===== src/rtl/seq_fp_subtractor.sv =====
// Multi-cycle IEEE-754 single-precision subtractor (result = a - b).
// One-bit-per-cycle alignment and normalisation behind a start/done handshake.
module seq_fp_subtractor (
  input  logic        clk,
  input  logic        rst,
  input  logic        start,
  input  logic [31:0] a,
  input  logic [31:0] b,
  output logic        busy,
  output logic        done,
  output logic [31:0] result
);

  typedef enum logic [2:0] {
    S_IDLE,
    S_ALIGN,
    S_COMPUTE,
    S_NORM,
    S_DONE
  } state_t;

  state_t      state_q;
  logic        busy_q;
  logic        done_q;
  logic [31:0] result_q;
  logic        sign_q;
  logic        sub_q;
  logic [7:0]  exp_q;
  logic [24:0] mx_q;
  logic [24:0] my_q;
  logic [4:0]  cnt_q;

  logic [7:0]  ea, eb, ex_d, ey_d, diff;
  logic [22:0] fa, fb;
  logic        sa, sb, a_ge, sign_d, sub_d;
  logic [24:0] mx_d, my_d;
  logic [4:0]  s_d;

  // Operand flush, magnitude swap and shift distance, evaluated on the raw inputs
  // so that everything is captured in the single IDLE acceptance cycle.
  always_comb begin
    ea   = a[30:23];
    eb   = b[30:23];
    fa   = (ea == '0) ? '0 : a[22:0];
    fb   = (eb == '0) ? '0 : b[22:0];
    sa   = a[31];
    sb   = ~b[31];
    a_ge = ({ea, fa} >= {eb, fb});
    if (a_ge) begin
      ex_d   = ea;
      ey_d   = eb;
      mx_d   = {1'b0, ea != '0, fa};
      my_d   = {1'b0, eb != '0, fb};
      sign_d = sa;
    end else begin
      ex_d   = eb;
      ey_d   = ea;
      mx_d   = {1'b0, eb != '0, fb};
      my_d   = {1'b0, ea != '0, fa};
      sign_d = sb;
    end
    sub_d = sa ^ sb;
    diff  = ex_d - ey_d;
    s_d   = (diff > 8'd24) ? 5'd24 : diff[4:0];
  end

  always_ff @(posedge clk) begin
    if (rst) begin
      state_q  <= S_IDLE;
      busy_q   <= 1'b0;
      done_q   <= 1'b0;
      result_q <= '0;
      sign_q   <= 1'b0;
      sub_q    <= 1'b0;
      exp_q    <= '0;
      mx_q     <= '0;
      my_q     <= '0;
      cnt_q    <= '0;
    end else begin
      done_q <= 1'b0;
      unique case (state_q)
        S_IDLE: begin
          if (start) begin
            sign_q  <= sign_d;
            sub_q   <= sub_d;
            exp_q   <= ex_d;
            mx_q    <= mx_d;
            my_q    <= my_d;
            cnt_q   <= s_d;
            busy_q  <= 1'b1;
            state_q <= (s_d != '0) ? S_ALIGN : S_COMPUTE;
          end
        end
        S_ALIGN: begin
          my_q  <= my_q >> 1;
          cnt_q <= cnt_q - 5'd1;
          if (cnt_q == 5'd1) state_q <= S_COMPUTE;
        end
        S_COMPUTE: begin
          mx_q    <= sub_q ? (mx_q - my_q) : (mx_q + my_q);
          state_q <= S_NORM;
        end
        S_NORM: begin
          // Overflow and underflow finish on the shifting cycle itself.
          if (mx_q == '0) begin
            result_q <= '0;
            done_q   <= 1'b1;
            state_q  <= S_DONE;
          end else if (mx_q[24]) begin
            mx_q  <= mx_q >> 1;
            exp_q <= exp_q + 8'd1;
            if (exp_q == 8'd254) begin
              result_q <= {sign_q, 8'hFF, 23'd0};
              done_q   <= 1'b1;
              state_q  <= S_DONE;
            end
          end else if (!mx_q[23]) begin
            mx_q  <= mx_q << 1;
            exp_q <= exp_q - 8'd1;
            if (exp_q == 8'd1) begin
              result_q <= '0;
              done_q   <= 1'b1;
              state_q  <= S_DONE;
            end
          end else begin
            result_q <= {sign_q, exp_q, mx_q[22:0]};
            done_q   <= 1'b1;
            state_q  <= S_DONE;
          end
        end
        S_DONE: begin
          busy_q  <= 1'b0;
          state_q <= S_IDLE;
        end
        default: state_q <= S_IDLE;
      endcase
    end
  end

  assign busy   = busy_q;
  assign done   = done_q;
  assign result = result_q;

endmodule


===== config.mk =====
export PLATFORM = sky130hd
export DESIGN_NAME = seq_fp_subtractor
export DESIGN_NICKNAME = d
export VERILOG_FILES = /design/src/rtl/seq_fp_subtractor.sv
export SDC_FILE = /design/constraint.sdc
export NUM_CORES = 1
export LEC_CHECK = 0
export BUFFER_PORTS_ARGS = -buffer_cell sky130_fd_sc_hd__clkbuf_2
export CORE_ASPECT_RATIO = 0.75
export CORE_MARGIN = 2
export CORE_UTILIZATION = 34
export DETAILED_ROUTE_END_ITERATION = 12
export GPL_ROUTABILITY_DRIVEN = 1
export SLEW_MARGIN = 40
export SYNTH_ARGS = -nofsm -noshare
export SYNTH_HDL_FRONTEND = slang
export SYNTH_SLANG_ARGS = --single-unit
export TNS_END_PERCENT = 30

===== constraint.sdc =====
create_clock -name clk -period 4.5 [get_ports clk]
set_input_delay 0.225 -clock clk [delete_from_list [all_inputs] [get_ports clk]]
set_output_delay 0.225 -clock clk [all_outputs]
set_load 0.02 [all_outputs]

==> run metrics <==
register area=slightly above 2000 sq um; Hold Path Class=in2reg; overflow left after global routing=0; initial antenna violation count=0; sum of net half-perimeters after detailed placement=20000 microns; RR Startpoint=my_q[0]; die area=25400 sq um; LEAKAGE=3.85 nW; Comb pwr share=roughly 47%; worst rel slew slack=46.5%; met2 Use GR=approximately a third; Hold-fix buffers, CTS=0; max-cap viol count=0; largest area contributor in the netlist=dfxtp_1; total track usage=20.4%; final worst path period need=4.16 ns; Worst Path Required=4.75 ns; power per cell area=around 380 nW/um^2; Synth cell types=74; crit path buf inv count=4; area fraction of the dominant cell type after synthesis=24.6%; internal power=2.11 mW; Rows=49; Clock Skews=0.0113 ns; CTS clock-pin slew for the worst setup and hold paths=0.07 ns; drt first pass iters=6; nets=1335; met3 Track Usage GR=3.41%; total clock sinks=101; cell count after synthesis=1131; CTS tree=built; setup violators final=0; # diodes=0; Sw Pwr=1.45 mW; M1 GR Usage=between 20% and 30%; Seq pwr share=31.5%; hold slack=~0.2 ns; yosys warns=0; Main synth FF type=dfxtp_1; r2r worst-path depth=17; Critical Setup Path Class=in2reg; crit path to=state_q[0]; Worst EP arrival=approximately 4.4 ns; Layout area overhead=14.4%; Least-Margin Pin Slew=0.803 ns; Max Clk Rate=~0.24 GHz; first-pass GRT wire length=42400 microns; reg2reg setup slack=0.46 ns; final setup margin=0.340 ns; run status=complete, no violations; area of the core=~24000 sq um; layout cells sized above 1=14.7%; syn_area_per_cell=a little over 7 sq um; Seq/Total Area, Yosys=24.6%; DR iter-0 viols=725; switching share of power=40.7%; Final period util=approximately 92%; root buf cell=clkbuf_16; CP max stage cell=nor4_1; Commonest cells post-synth=144 x nand2_1, 119 x a21oi_1, 111 x nor2_1; final wirelength=approximately 26000 microns; count leader, synth=nand2_1; largest cells by area after synthesis=dfxtp_1 25%, ha_1 9.4%, a21oi_1 7.3%; Slew Viols, Final=0; largest net degree at the start of global routing=87; RD Place Congestion=0.872; CP Cell Sequence=clkbuf_2 -> nor4_1 -> nand2_1 -> buf_4 -> and2_1 -> ha_1 -> nand4_1 -> nor2_1 -> o31ai_1 -> buf_4 -> a2111oi_4 -> or2_2 -> buf_4 -> mux2_2 -> nor4_1 -> o311a_1 -> o221ai_1 -> a31o_2; number of hold violations in the final report=0; area of the multi-input gates=5810 sq um; mapped cell area=8210 sq um; ANT nets after route=0; Setup crit end kind=register; # H-tree levels=3; die width=183 microns; DR vias/cell=5.72; share of power burned in the clock network=between 20% and 30%; Initial Utilization=34.4%; IO Count=101; DRC viols=0; Critical Path Source=a[29]; CTS Buffer Depth=2; clk_lat worst skew=0.35 ns; most used cell, CP=buf_4; maximum vdd drop=between 0.15 and 0.2 mV; DR WL/cell=roughly 17 microns; Syn Nets=between 1000 and 1500; Num CTS Buffers=9; critical path depth in cells=18; CP peak stage delay=0.38 ns; crit path launch type=primary input; Most Used Layer, Global Route=met2; vias=about 8700; RSZ-0062 raised after global routing=false; EDFF count, synth=0; synthesized flop and latch total=between 100 and 150; Fillers=2522; CP Max Fanout=24; # port buffers=100; delay-heaviest family, CP=simple AND/OR/NAND/NOR gates; die height=139 microns; worst slack, placed=-0.0431 ns; vias in the first global route=8131; RR Endpoint=mx_q[24]; Async SR Flop Fraction=0%
power by group through the flow:
stage | Sequential (mW) | Combinational, mW | Clock [mW]
6_report | 1.12 | 1.68 | 0.761
5_1_grt | 1.14 | 1.89 | 0.813
4_1_cts | 1.12 | 1.66 | 0.780
3_5_place_dp | 1.14 | 1.65 | 0
3_3_place_gp | 1.14 | 1.64 | 0
2_1_floorplan | 1.08 | 1.30 | 0
flip-flops by register name (all words and copies together) (netlist names):
name     flops
done         1
mx_q        25
sign_q       1
my_q        24
busy         1
cnt_q        5
sub_q        1
result      32
state_q      3
exp_q        8
repair_timing:
item                       in CTS  in global routing
resized for setup               0                  1
setup endpoints to repair       0                  6
setup buffers                   0                  0
tightest hold or removal path, delay by kind of cell:
kind / cells / cell delay (ns)
compound gates: 1 / 0.06
buf+inv: 1 / 0.10
simple gates: 1 / 0.11
cells by family after synthesis:
family / synth area share [%]
AOI/OAI and AO/OA: 31.1
xor gates and xnor gates: 4.48
adders and majority gates: 9.69
buffers and inverters: 5.00
DFF: 24.6
muxes: 0.899
and+or+nand+nor: 24.2
worst min-delay path by stage:
| stage | startpoint | end | slack [ns] | depth (start not counted) |
|---|---|---|---|---|
| 2_1_floorplan | a[31] | sign_q | 0.42 | 2 |
| 3_3_place_gp | result[31] | result[31] | 0.44 | 2 |
| 3_5_place_dp | result[31] | result[31] | 0.45 | 2 |
| 4_1_cts | a[31] | sign_q | 0.20 | 3 |
| 5_1_grt | start | busy | 0.23 | 3 |
| 6_report | a[31] | sign_q | 0.20 | 3 |
metrics by stage:
stage	cells	total power, mW	TNS [ns]	util, %	area [sq um]
6_report	1516	3.56	0	39.4	9400
5_1_grt	1516	3.84	0	39.4	9400
4_1_cts	1516	3.56	0	39.4	9390
3_5_place_dp	1500	2.79	-0.168	38.2	9100
3_3_place_gp	1500	2.78	0	38.1	9100
2_1_floorplan	1131	2.38	0	-	8210
area by class of cell:
cell class              instances  share of cell area (%)
clock buffers                  11                    2.69
clock inverters                 5                   0.373
inverters                      30                    1.20
multi-input cells             926                    61.8
flip-flops and latches        101                    21.5
well taps                     306                    4.07
repair buffers                137                    8.32
cells in the final DEF, fill, tap and decap left out, types with 4 or more instances in the layout:
cell and n:
a211oi_1 14, a21o_1 8, a21oi_1 119, a221oi_1 6, a222oi_1 16, a22oi_1 42, a31oi_1 16, and2_1 32
and3_1 5, buf_4 36, clkbuf_16 9, clkbuf_2 100, dfxtp_1 101, ha_1 62, inv_1 30, mux2i_1 4
nand2_1 143, nand2b_1 7, nand3_1 18, nand4_1 11, nor2_1 110, nor2b_1 11, nor3_1 23, nor4_1 19
nor4b_1 5, o2111ai_1 4, o211ai_1 15, o21a_1 9, o21ai_0 93, o31ai_1 5, or2_2 4, or3_1 13
or4_1 4, xnor2_1 36, xor2_1 6
layer usage:
metal  share of wire (%)  wire (microns)
met5                   0               0
met2                  45           11600
met3                 5.3            1380
met1                  48           12600
met4                 1.6             419
Power figures use the tool's default switching activity.
